$ cat src/rtl/sniff_report_pkg.sv
// sniff_report_pkg: shared state enum and ASCII helpers for the
// sniffer UART line reporter.
package sniff_report_pkg;

  typedef enum logic [2:0] {
    IDLE,
    LOAD,
    START_BIT,
    DATA_BITS,
    STOP_BIT
  } state_t;

  localparam logic [7:0] CR    = 8'h0D;
  localparam logic [7:0] LF    = 8'h0A;
  localparam logic [7:0] COLON = 8'h3A;

  localparam int LINE_LEN_BASE = 4;
  localparam int LINE_LEN_SEQ  = 7;

  function automatic logic [7:0] hex_ascii(input logic [3:0] nibble);
    if (nibble < 4'd10) return 8'h30 + {4'h0, nibble};
    return 8'h37 + {4'h0, nibble};
  endfunction

endpackage

$ cat src/rtl/sniff_uart_tx.sv
// sniff_uart_tx: 8N1 serializer, LSB first; done pulses during the
// last cycle of the stop bit so the next load follows without a gap.
module sniff_uart_tx
  import sniff_report_pkg::*;
#(
  parameter int CLKS_PER_BIT = 434
) (
  input  logic       clk,
  input  logic       rst,
  input  logic       load,
  input  logic [7:0] data,
  output logic       tx,
  output logic       done
);

  localparam logic [15:0] RELOAD = 16'(CLKS_PER_BIT - 1);

  state_t      phase;
  logic [15:0] cnt;
  logic [2:0]  bit_idx;
  logic [7:0]  shreg;

  assign done = (phase == STOP_BIT) && (cnt == 16'd0);

  always_ff @(posedge clk or posedge rst) begin
    if (rst) begin
      phase   <= IDLE;
      cnt     <= '0;
      bit_idx <= '0;
      shreg   <= '0;
      tx      <= 1'b1;
    end else begin
      unique case (phase)
        IDLE: begin
          if (load) begin
            shreg <= data;
            tx    <= 1'b0;
            cnt   <= RELOAD;
            phase <= START_BIT;
          end
        end
        START_BIT: begin
          if (cnt != 16'd0) begin
            cnt <= cnt - 16'd1;
          end else begin
            tx      <= shreg[0];
            cnt     <= RELOAD;
            bit_idx <= '0;
            phase   <= DATA_BITS;
          end
        end
        DATA_BITS: begin
          if (cnt != 16'd0) begin
            cnt <= cnt - 16'd1;
          end else if (bit_idx == 3'd7) begin
            tx    <= 1'b1;
            cnt   <= RELOAD;
            phase <= STOP_BIT;
          end else begin
            tx      <= shreg[1];
            shreg   <= shreg >> 1;
            bit_idx <= bit_idx + 3'd1;
            cnt     <= RELOAD;
          end
        end
        STOP_BIT: begin
          if (cnt != 16'd0) cnt <= cnt - 16'd1;
          else phase <= IDLE;
        end
        default: phase <= IDLE;
      endcase
    end
  end

endmodule

$ cat src/rtl/sniff_uart_report.sv
// sniff_uart_report: buffers sniffer bytes and reports each as a hex
// text line over UART. SNIFF_REPORT_SEQ_EN prefixes a sequence number.
module sniff_uart_report
  import sniff_report_pkg::*;
#(
  parameter int CLKS_PER_BIT = 434,
  parameter int FIFO_DEPTH   = 4
) (
  input  logic       clk,
  input  logic       rst,
  input  logic       ready,
  input  logic [7:0] data,
  output logic       start,
  output logic       tx,
  output logic       busy,
  output logic       overflow
);

  localparam int AW = $clog2(FIFO_DEPTH);
`ifdef SNIFF_REPORT_SEQ_EN
  localparam int EW       = 16;
  localparam int LINE_LEN = LINE_LEN_SEQ;
`else
  localparam int EW       = 8;
  localparam int LINE_LEN = LINE_LEN_BASE;
`endif
  localparam logic [2:0] LAST = 3'(LINE_LEN - 1);

  logic [EW-1:0] mem [FIFO_DEPTH];
  logic [AW:0]   wp, rp, wp_n, rp_n;
  logic [EW-1:0] line, wr_entry;
  logic [2:0]    char_idx;
  logic [7:0]    char_q;
  state_t        state;
  logic          empty, full, full_n;
  logic          pop, push, load, done;

  assign empty  = (wp == rp);
  assign full   = (wp[AW] != rp[AW]) &&
                  (wp[AW-1:0] == rp[AW-1:0]);
  assign pop    = (state == IDLE) && !empty;
  assign push   = ready && (!full || pop);
  assign wp_n   = wp + {{AW{1'b0}}, push};
  assign rp_n   = rp + {{AW{1'b0}}, pop};
  assign full_n = (wp_n[AW] != rp_n[AW]) &&
                  (wp_n[AW-1:0] == rp_n[AW-1:0]);
  assign load   = (state == LOAD);
  assign busy   = (state != IDLE) | ~empty;

`ifdef SNIFF_REPORT_SEQ_EN
  logic [7:0] seq;

  always_ff @(posedge clk or posedge rst) begin
    if (rst) seq <= '0;
    else if (push) seq <= seq + 8'd1;
  end

  assign wr_entry = {seq, data};

  always_comb begin
    char_q = LF;
    unique case (char_idx)
      3'd0:    char_q = hex_ascii(line[15:12]);
      3'd1:    char_q = hex_ascii(line[11:8]);
      3'd2:    char_q = COLON;
      3'd3:    char_q = hex_ascii(line[7:4]);
      3'd4:    char_q = hex_ascii(line[3:0]);
      3'd5:    char_q = CR;
      default: char_q = LF;
    endcase
  end
`else
  assign wr_entry = data;

  always_comb begin
    char_q = LF;
    unique case (char_idx)
      3'd0:    char_q = hex_ascii(line[7:4]);
      3'd1:    char_q = hex_ascii(line[3:0]);
      3'd2:    char_q = CR;
      default: char_q = LF;
    endcase
  end
`endif

  always_ff @(posedge clk) begin
    if (push) mem[wp[AW-1:0]] <= wr_entry;
  end

  always_ff @(posedge clk or posedge rst) begin
    if (rst) begin
      wp       <= '0;
      rp       <= '0;
      start    <= 1'b0;
      overflow <= 1'b0;
      state    <= IDLE;
      line     <= '0;
      char_idx <= '0;
    end else begin
      wp    <= wp_n;
      rp    <= rp_n;
      start <= !full_n;
      if (ready && !push) overflow <= 1'b1;
      unique case (state)
        IDLE: begin
          if (!empty) begin
            line     <= mem[rp[AW-1:0]];
            char_idx <= '0;
            state    <= LOAD;
          end
        end
        LOAD: state <= START_BIT;
        // serializer walks the bit phases; hold until its done pulse
        START_BIT: begin
          if (done) begin
            if (char_idx == LAST) begin
              state <= IDLE;
            end else begin
              char_idx <= char_idx + 3'd1;
              state    <= LOAD;
            end
          end
        end
        default: state <= IDLE;
      endcase
    end
  end

  sniff_uart_tx #(
    .CLKS_PER_BIT(CLKS_PER_BIT)
  ) u_tx (
    .clk (clk),
    .rst (rst),
    .load(load),
    .data(char_q),
    .tx  (tx),
    .done(done)
  );

endmodule

$ cat config.mk
export PLATFORM = sky130hd
export DESIGN_NAME = sniff_uart_report
export DESIGN_NICKNAME = d
export VERILOG_FILES = /design/src/rtl/sniff_report_pkg.sv /design/src/rtl/sniff_uart_tx.sv /design/src/rtl/sniff_uart_report.sv
export SDC_FILE = /design/constraint.sdc
export NUM_CORES = 1
export LEC_CHECK = 0
export ABC_AREA = 0
export BUFFER_PORTS_ARGS = -buffer_cell sky130_fd_sc_hd__buf_2
export CORE_ASPECT_RATIO = 0.5
export CORE_MARGIN = 2
export CORE_UTILIZATION = 56
export DETAILED_ROUTE_END_ITERATION = 8
export PLACE_DENSITY = 0.73
export SETUP_SLACK_MARGIN = 0.4
export SKIP_LAST_GASP = 1
export SYNTH_ARGS = -nofsm -noshare
export SYNTH_HDL_FRONTEND = slang
export SYNTH_SLANG_ARGS = --single-unit
$ cat constraint.sdc
create_clock -name clk -period 2.3 [get_ports clk]
set_input_delay 0.115 -clock clk [delete_from_list [all_inputs] [get_ports clk]]
set_output_delay 0.115 -clock clk [all_outputs]
set_load 0.02 [all_outputs]
==> results of run 1 <==
## worst min-delay path: cells and delay by family
family / cells / cell delay (ns)
AOI/OAI and AO/OA: 1 / 0.07
buffers and inverters: 2 / 0.17
## power breakdown
part	switching, W	total (W)	internal [W]
Sequential	0.000371	0.00234	0.00197
Clock	0.000601	0.00145	0.000852
Combinational	0.00129	0.00270	0.00141
## logic make-up after synthesis
| family | share of synthesized area |
|---|---|
| simple gates | 0.1409 |
| flops | 0.5446 |
| compound gates | 0.1199 |
| buf+inv | 0.02678 |
| mux | 0.08158 |
| xor+xnor | 0.04049 |
| fa+ha+maj | 0.04566 |
## through the flow
stage,setup slack [ns],cells,hold slack [ns],util,power (W)
after floorplan,0.07132,335,0.2139,-,0.003886
after global placement,0.2331,456,0.2188,0.6204,0.004306
after detailed placement,0.1160,456,0.2315,0.6204,0.004412
after CTS,0.2737,503,0.02259,0.7146,0.006192
after global routing,0.1528,519,0.07109,0.7441,0.006871
final,0.2096,519,0.05027,0.7441,0.006495
## metal layers
metal  vias up  track usage  share of wire
met1      1484       0.2773           0.44
met2        64       0.4042           0.50
met5         -            0              0
met3        26      0.07184          0.042
li1       1405            -              -
met4         0      0.09444          0.026
## final cells by class
type	instances	area (sq um)	area share
repair buffers	81	655.6	0.1222
well taps	96	120.1	0.02238
multi-input cells	226	1982	0.3693
clock buffers	10	229.0	0.04267
inverters	17	63.81	0.01189
flip-flops and latches	83	2245	0.4183
clock inverters	6	71.32	0.01329
## what timing repair did
action / CTS / global route
setup buffers: 21 / 15
hold buffers: 9 / 0
gates cloned: 1 / 1
gates resized for setup: 22 / 27
pin swaps: 15 / 16
endpoints found under the setup margin: 35 / 44
endpoints found under the hold margin: 60 / 0
## flip-flops by register name, summed over array words and instances (netlist names)
name,flops
mem,32
u_tx.cnt,16
line,8
u_tx.shreg,7
char_idx,3
rp,3
u_tx.bit_idx,3
u_tx.phase,3
wp,3
state,2
overflow,1
start,1
u_tx.tx,1
## cell usage in the layout (no fill, tap or decap), types with 12 or more instances in the layout
master,n
buf_4,48
nor2_1,26
a21oi_1,12
inv_1,14
edfxtp_1,32
nand2_1,20
buf_2,15
dfrtp_1,45
## worst min path at each step
stage,startpoint,end,cells after the start
after floorplan,data[0],mem[0][0]$_DFFE_PP_,0
after CTS,ready,overflow$_DFFE_PP0P_,3
after global routing,ready,overflow$_DFFE_PP0P_,3
final,ready,overflow$_DFFE_PP0P_,3
after global placement,rst,state[1]$_DFFE_PP0P_,2
after detailed placement,rst,u_tx.cnt[1]$_DFFE_PP0P_,2
==> impl_results.md, run 1 <==
- Final TNS setup: 0 ns
- Largest area contributor in the netlist: dfrtp_1
- Final setup fails: 0
- Ys async rst share: 0.6145
- Die ar.: 8083 sq um
- Post-route cell area: 5366 sq um
- Fin nets: 444
- Sequential area share after synthesis: 0.5446
- CP Data Arrival Time: 2.31 ns
- # clock sinks: 83
- WP depth: 8
- Pwr/cell area: between 1000 and 1500 nW/um^2
- Clock latency on the worst-skew pair: 0.34 ns
- Yosys cell types: between 60 and 70
- Core Rows: 22
- Routability cong.: 0.8357
- Top Ports: 15
- Beginning of the worst register-to-register path: rp[0]$_DFF_PP0_
- Initial antenna violation count: 0
- Crit-path max cell delay: 0.41 ns
- Chip Width: 125.2 um
- Slowest-stage cell, CP: dfrtp_1
- Worst Setup EP: start$_DFF_PP0_
- Gr ovfl total: 0
- Mapped Cells: 335
- Cells along the critical path: xnor2_2, o2111ai_2, and2_4, ha_2, ha_4, xor2_2, xnor2_1, or3_1
- Largest cells by area after synthesis: dfrtp_1 30%, edfxtp_1 23%, ha_1 4.6%
- Crit path from: rp[0]$_DFF_PP0_
- # port buffers: 14
- Top-count cell post-synth: dfrtp_1
- CP Launch Type: flop
- Crit path max fanout: 2
- Mapped Nets: approximately 360
- Initial Util: 0.5699
- Drt pass-1 iters: 4
- Top cells by count, synth: 50 x dfrtp_1, 32 x edfxtp_1, 28 x nor2_1
- Flops & latches, synth: 83
- Fin. max-slew vios: 0
- Sum of buffers and inverters on the critical path: 0
- Top cell type's share of synthesized area: 0.3044
- Crit Path Category: flop to flop
- Worst slew pin tran: 0.6490 ns
- ANT cells: 0
- Layout Skew: 0.006452 ns
- Syn_area_per_cell: approximately 12 sq um
- Reg2Reg Setup Slack: 0.21 ns
- Core Box Area: 7212 sq um
- Fmax: 0.4784 GHz
- Starting DRT DRC Count: roughly 170
- Die H: 64.58 um
- Global-route wire length before repair: 14.55 mm
- Slew headroom: 0.5667
- TritonCTS buffer count: 9
- Vias in the first global route: 3033
- Ys flop type: dfrtp_1
- CTS tree: done
- Max-cap violations: 0
- Min-Delay Path Class: input pin to flop
- Clock slew seen by the registers of the worst setup and hold paths: 0.06 ns
- CP required: 2.52 ns
- Period utilization: 0.9089
- Share of cells above drive strength 1: 0.3948
- Final Hold Fails: 0
- Synth Cell Area: a little over 4000 sq um
- Post-synth EDFFs: 32
- Total number of vias: 2979
- Critical path's top delay family: XOR/XNOR gates
- Clk root buf: clkbuf_16
- # fillers: 445
- Reg-to-reg endpoint: start$_DFF_PP0_
- Fin crit period: 2.090 ns
- Unrepaired setup endpoints after global routing: yes
- Status: complete, no violations
- Detail Route Antenna Nets: 0
- Avg WL per Cell: 17.13 um
- Ys Warns: 0
- Leak pwr: 2.169 nW
- Detailed Place HPWL: 5.450 mm
- Via density per instance: 5.740
- GRT Total Usage: 0.2333
- Setup crit end kind: flop
- DP Area: 4474 sq um
- Max VDD drop: 0.7642 mV
- # DRC: 0
- Routed WL: 8.890 mm
- Max Root-Sink Buffers: 2
- Worst r2r path cells: 8
- Largest net degree at the start of global routing: 31
- H-tree depth: 3
- P&R area growth vs syn: 30.56%
No activity file was read; power rests on OpenSTA's default activity.
==> inputs of run 2 (changes only) <==
--- a/config.mk
+++ b/config.mk
@@ -12,6 +12,7 @@
 export CORE_UTILIZATION = 56
 export DETAILED_ROUTE_END_ITERATION = 8
 export PLACE_DENSITY = 0.73
+export REMOVE_ABC_BUFFERS = 1
 export SETUP_SLACK_MARGIN = 0.4
 export SKIP_LAST_GASP = 1
 export SYNTH_ARGS = -nofsm -noshare
==> run 2 against run 1 <==
Power fell by 0.82%. Cell count fell by 0.96%. Register-to-register slack got worse by 0.02 ns. First-iteration DRC count rose by 8.1%. Hold slack got worse by 0.019 ns. Sequential power barely moved. Sequential share of layout area fell by 0.40 points. Count of clock-buffer cells in the layout did not move. Setup slack got worse by 0.023 ns. Utilization rose by 0.64 points. Final area rose by 0.86%. Largest power group unchanged.
==> impl_results.md, run 2 (synthesized netlist as in run 1, its figures left out) <==
- Fin crit period: 2.113 ns
- # DRC: 0
- Max-cap violations: 0
- Initial antenna violation count: 0
- Setup crit end kind: flop
- Fmax: 0.4733 GHz
- Vias in the first global route: roughly 3100
- TritonCTS buffer count: 9
- Crit Path Category: flop to flop
- Non-filler instance count after layout: just over 500
- Share of cells above drive strength 1: 0.4282
- Routed WL: 9.253 mm
- Crit path max fanout: 2
- CP Data Arrival Time: 2.33 ns
- Hold WS: 0.03136 ns
- Max Root-Sink Buffers: 2
- Total number of vias: 3007
- Routability cong.: 0.8185
- Crit-path max cell delay: 0.43 ns
- Unrepaired setup endpoints after global routing: yes
- Via density per instance: 5.850
- Cells along the critical path: xnor2_2, nand2_2, nor2_4, nor3_4, ha_2, ha_4, xor2_2, xnor2_1, or3_1
- Critical path's top delay family: simple AND/OR/NAND/NOR gates
- Chip Width: 125.2 um
- Worst slew pin tran: 0.5861 ns
- Core Box Area: 7212 sq um
- Leak pwr: 2.140 nW
- Detailed Place HPWL: 5.394 mm
- Status: complete, no violations
- # port buffers: 14
- Starting DRT DRC Count: 187
- Max VDD drop: 0.9320 mV
- Final Hold Fails: 0
- Sum of buffers and inverters on the critical path: 0
- Pwr/cell area: 1190 nW/um^2
- Clock slew seen by the registers of the worst setup and hold paths: 0.06 ns
- Layout Skew: about 0.0063 ns
- Avg WL per Cell: 18.00 um
- CTS tree: done
- Final setup fails: 0
- Dpl cells: 457
- Fin. max-slew vios: 0
- GRT Total Usage: 0.2323
- Detail Route Antenna Nets: 0
- Most frequent cells in the layout: 47 x dfrtp_1, 41 x buf_4, 32 x edfxtp_1, 20 x nor2_1, 19 x nand2_1
- H-tree depth: 3
- CP required: 2.52 ns
- Largest net degree at the start of global routing: 36
- Commonest non-fill, non-tap cell in the layout: dfrtp_1
- Flip-flop count of the largest register after layout: 32
- Period utilization: 0.9187
- Top Ports: 15
- Fin nets: 439
- Core Rows: 22
- Min-Delay Path Class: input pin to flop
- Drt pass-1 iters: 6
- P&R area growth vs syn: 31.69%
- # clock sinks: 83
- Gr ovfl total: 0
- Initial Util: 0.5699
- Slew headroom: 0.5991
- Clock latency on the worst-skew pair: 0.34 ns
- Die H: 64.58 um
- CP Launch Type: flop
- ANT cells: 0
- Slowest-stage cell, CP: dfrtp_2
- Global-route wire length before repair: 14.70 mm
- Clk root buf: clkbuf_16
- Die ar.: 8083 sq um
-- run 2: per-stage QoR --
| stage | setup TNS (ns) | utilization | cell area (sq um) | power, W | setup slack (ns) |
|---|---|---|---|---|---|
| floorplan | -0.2064 | - | 4064 | 0.003724 | -0.1533 |
| global placement | 0 | 0.6117 | 4412 | 0.004162 | 0.1873 |
| detailed placement | 0 | 0.6117 | 4412 | 0.004275 | 0.06961 |
| CTS | 0 | 0.7051 | 5085 | 0.006146 | 0.2531 |
| global route | 0 | 0.7505 | 5413 | 0.006775 | 0.1220 |
| finish | 0 | 0.7505 | 5413 | 0.006443 | 0.1870 |
-- run 2: repair_timing --
| action | CTS | global route |
|---|---|---|
| buffers inserted | 21 | 11 |
| gates resized for setup | 34 | 60 |
| endpoints found under the setup margin | 30 | 59 |
| hold buffers | 9 | 0 |
| hold endpoints to repair | 48 | 0 |
| pin swaps | 18 | 28 |
-- run 2: layer usage --
layer / vias up / track usage / share of wire
li1: 1397 / - / -
met1: 1518 / 0.2678 / 0.41
met2: 72 / 0.4246 / 0.54
met3: 20 / 0.06358 / 0.036
met4: 0 / 0.08333 / 0.019
met5: - / 0 / 0
-- run 2: tightest hold or removal path, stage by stage --
cell and delay [ns]:
buf_2 0.11, inv_1 0.05, o21bai_1 0.06
-- run 2: cell type report --
type / count / area [sq um]
multi-input combinational: 226 / 2097
clock buffer: 10 / 229.0
fill: 439 / 1799
timing repair buffer: 76 / 611.8
clock inverter: 6 / 48.80
sequential: 83 / 2242
tap: 96 / 120.1
inverter: 17 / 63.81
-- run 2: report_power, final --
group | leakage [nW] | total [W] | switching, W | internal [W]
Combinational | 1.11 | 0.00274 | 0.00131 | 0.00142
Sequential | 0.909 | 0.00237 | 0.000400 | 0.00197
Clock | 0.126 | 0.00134 | 0.000598 | 0.000740
Total | 2.14 | 0.00644 | 0.00231 | 0.00413
-- run 2: final timing paths --
path | endpoint | cells after the start | startpoint | slack (ns)
min reg2reg | overflow$_DFFE_PP0P_ | 1 | overflow$_DFFE_PP0P_ | 0.50
max | start$_DFF_PP0_ | 9 | wp[1]$_DFF_PP0_ | 0.19
min in group asynchronous | overflow$_DFFE_PP0P_ | 3 | rst | 0.28
min | overflow$_DFFE_PP0P_ | 3 | ready | 0.03
max in group asynchronous | u_tx.tx$_DFFE_PP1P_ | 4 | rst | 1.22
max reg2reg | start$_DFF_PP0_ | 9 | wp[1]$_DFF_PP0_ | 0.19
==> inputs of run 3 (changes only) <==
==> constraint.sdc (replaced) <==
create_clock -name clk -period 2.3 [get_ports clk]
set_input_delay 0.46 -clock clk [delete_from_list [all_inputs] [get_ports clk]]
set_output_delay 0.46 -clock clk [all_outputs]
set_load 0.02 [all_outputs]
==> run 3 against run 2 <==
Global-route usage is 1.6 points higher. Die area unchanged. Count of clock-buffer cells in the layout stayed put. Fmax fell by 6.1%. Critical path depth is 2 lower. Utilization grew 1.6 points. Critical path type unchanged.
==> impl_results.md, run 3 (synthesized netlist as in run 1, its figures left out) <==
- Cells along the critical path: xor2_2, nor2_2, nor3_2, ha_2, ha_2, xor2_1, or3_1
- CP Launch Type: flop
- DP Area: 4424 sq um
- Max VDD drop: roughly 0.97 mV
- Clk root buf: clkbuf_16
- # hold bufs at CTS: 0
- CP Data Arrival Time: 2.47 ns
- # DRC: 0
- Most frequent cells in the layout: 48 x dfrtp_1, 44 x buf_4, 32 x edfxtp_1, 22 x buf_6, 21 x nor2_1
- Share of cells above drive strength 1: 0.4586
- Initial antenna violation count: 0
- Clock power frac: 0.196
- Flip-flop count of the largest register after layout: 32
- Grt met1 use: 0.2787
- Top Ports: 15
- GR peak layer: met2
- P_sw: 0.002580 W
- Sequential power share: 0.343
- Detail Route Antenna Nets: 0
- Max Root-Sink Buffers: 2
- Core Rows: 22
- Most repeated library cell on the critical path: ha_2
- ANT cells: 0
- Global-route wire length before repair: about 16 mm
- Switching share of power: 0.3682
- Starting DRT DRC Count: 312
- Die ar.: 8083 sq um
- Unrepaired setup endpoints after global routing: yes
- Final Hold Fails: 0
- TritonCTS buffer count: 9
- Pwr/cell area: 1268 nW/um^2
- Status: complete, no violations
- Global Route met2 Usage: 0.4511
- Commonest non-fill, non-tap cell in the layout: dfrtp_1
- Slowest-stage cell, CP: dfrtp_1
- GRT Total Usage: 0.2479
- Chip Width: 125.2 um
- # port buffers: 14
- Detailed Place HPWL: 5.481 mm
- Fin. max-slew vios: 0
- Clock slew seen by the registers of the worst setup and hold paths: 0.07 ns
- Avg WL per Cell: between 20 and 25 um
- Crit path max fanout: 3
- Via density per instance: 6.058
- Final Power: approximately 0.007 W
- Layout Skew: 0.004767 ns
- H-tree depth: 3
- Vias in the first global route: 3227
- Max-cap violations: 0
- M3 GR Usage: 0.06689
- Drt pass-1 iters: 5
- Die H: 64.58 um
- Crit-path max cell delay: 0.42 ns
- Core Box Area: between 7000 and 8000 sq um
- Leak pwr: 2.213 nW
- Clock latency on the worst-skew pair: 0.34 ns
- Period utilization: 0.9783
- Largest net degree at the start of global routing: 36
- CP required: ~2.5 ns
- Comb pwr share: 0.460
- Worst r2r path cells: 7
- Worst slew pin tran: 0.6118 ns
- CTS tree: done
- Routability cong.: between 0.8 and 0.9
- Pint: 0.004426 W
- Fin crit period: 2.250 ns
- Slew headroom: 0.5906
- Min-Delay Path Class: input pin to asynchronous set/reset pin
- # clock sinks: 83
- Fin nets: around 440
- P&R area growth vs syn: 34.43%
- Crit Path Category: flop to flop
- Gr ovfl total: 0
- Total number of vias: approximately 3100
- Fmax: ~0.44 GHz
- Initial Util: 0.5699
- Setup crit end kind: flop
- Post-route cell area: approximately 5500 sq um
- Final setup fails: 0
- Routed WL: 10.60 mm
==> run 3: cell types whose count changed in the layout (fill, tap and decap cells not counted), moves of 2 or more <==
cell	before	now
buf_4	41	44
clkinvlp_4	3	0
nor3_2	1	4
xor2_2	3	1
xor2_4	0	2
nor2_4	4	1
buf_6	11	22
nor3_1	5	3
nor2_2	4	6
dlygate4sd3_1	9	0
==> run 3: layer usage <==
metal	vias to the layer above	share of wire
li1	1412	-
met1	1606	0.40
met2	102	0.54
met3	24	0.045
met4	0	0.020
met5	-	0
==> run 3: power groups by stage <==
stage                     logic, W  clock network (W)  registers [W]
after floorplan            0.00138                  0        0.00234
after global placement     0.00184                  0        0.00233
after detailed placement   0.00191                  0        0.00237
after CTS                  0.00263            0.00139        0.00233
after global routing       0.00341            0.00146        0.00244
final                      0.00322            0.00138        0.00241
==> run 3: final cells by class <==
cell class / instances / area [sq um]
repair buffers: 81 / 678.2
inverters: 17 / 63.81
clock buffers: 10 / 229.0
flip-flops and latches: 83 / 2241
multi-input cells: 226 / 2138
fillers: 383 / 1687
well taps: 96 / 120.1
clock inverters: 6 / 55.05
==> run 3: worst max-delay path: cells and delay by family (launching register included) <==
family	cells	cell delay, ns
xor gates and xnor gates	2	0.47
adders and majority gates	2	0.51
DFF	1	0.42
and+or+nand+nor	3	0.73
==> run 3: final timing paths <==
| check | start | end | slack [ns] |
|---|---|---|---|
| worst max-delay path | rp[2]$_DFF_PP0_ | start$_DFF_PP0_ | 0.05 |
| worst min-delay path | rst | overflow$_DFFE_PP0P_ | 0.10 |
| worst max register to register | rp[2]$_DFF_PP0_ | start$_DFF_PP0_ | 0.05 |
| worst min register to register | overflow$_DFFE_PP0P_ | overflow$_DFFE_PP0P_ | 0.49 |
| max in group asynchronous | rst | u_tx.tx$_DFFE_PP1P_ | 1.61 |
| min in group clk | data[1] | mem[3][1]$_DFFE_PP_ | 0.33 |
==> run 3: through the flow <==
| stage | std cells | setup slack (ns) | TNS, ns | utilization | hold slack, ns |
|---|---|---|---|---|---|
| global route | 519 | 0.01853 | 0 | 0.7661 | 0.1294 |
| finish | 519 | 0.04986 | 0 | 0.7661 | 0.1036 |
| global placement | 457 | 0.1887 | 0 | 0.6135 | 0.4520 |
| floorplan | 326 | -0.1533 | -0.2064 | - | 0.4813 |
| detailed placement | 457 | 0.04494 | 0 | 0.6135 | 0.4619 |
| CTS | 507 | 0.2308 | 0 | 0.7143 | 0.09764 |
==> run 3: timing repair <==
action,CTS,global route
pin swaps,18,29
hold endpoints to repair,0,0
setup endpoints to repair,24,61
gates resized for setup,46,64
gates cloned,0,1
setup buffers,34,11
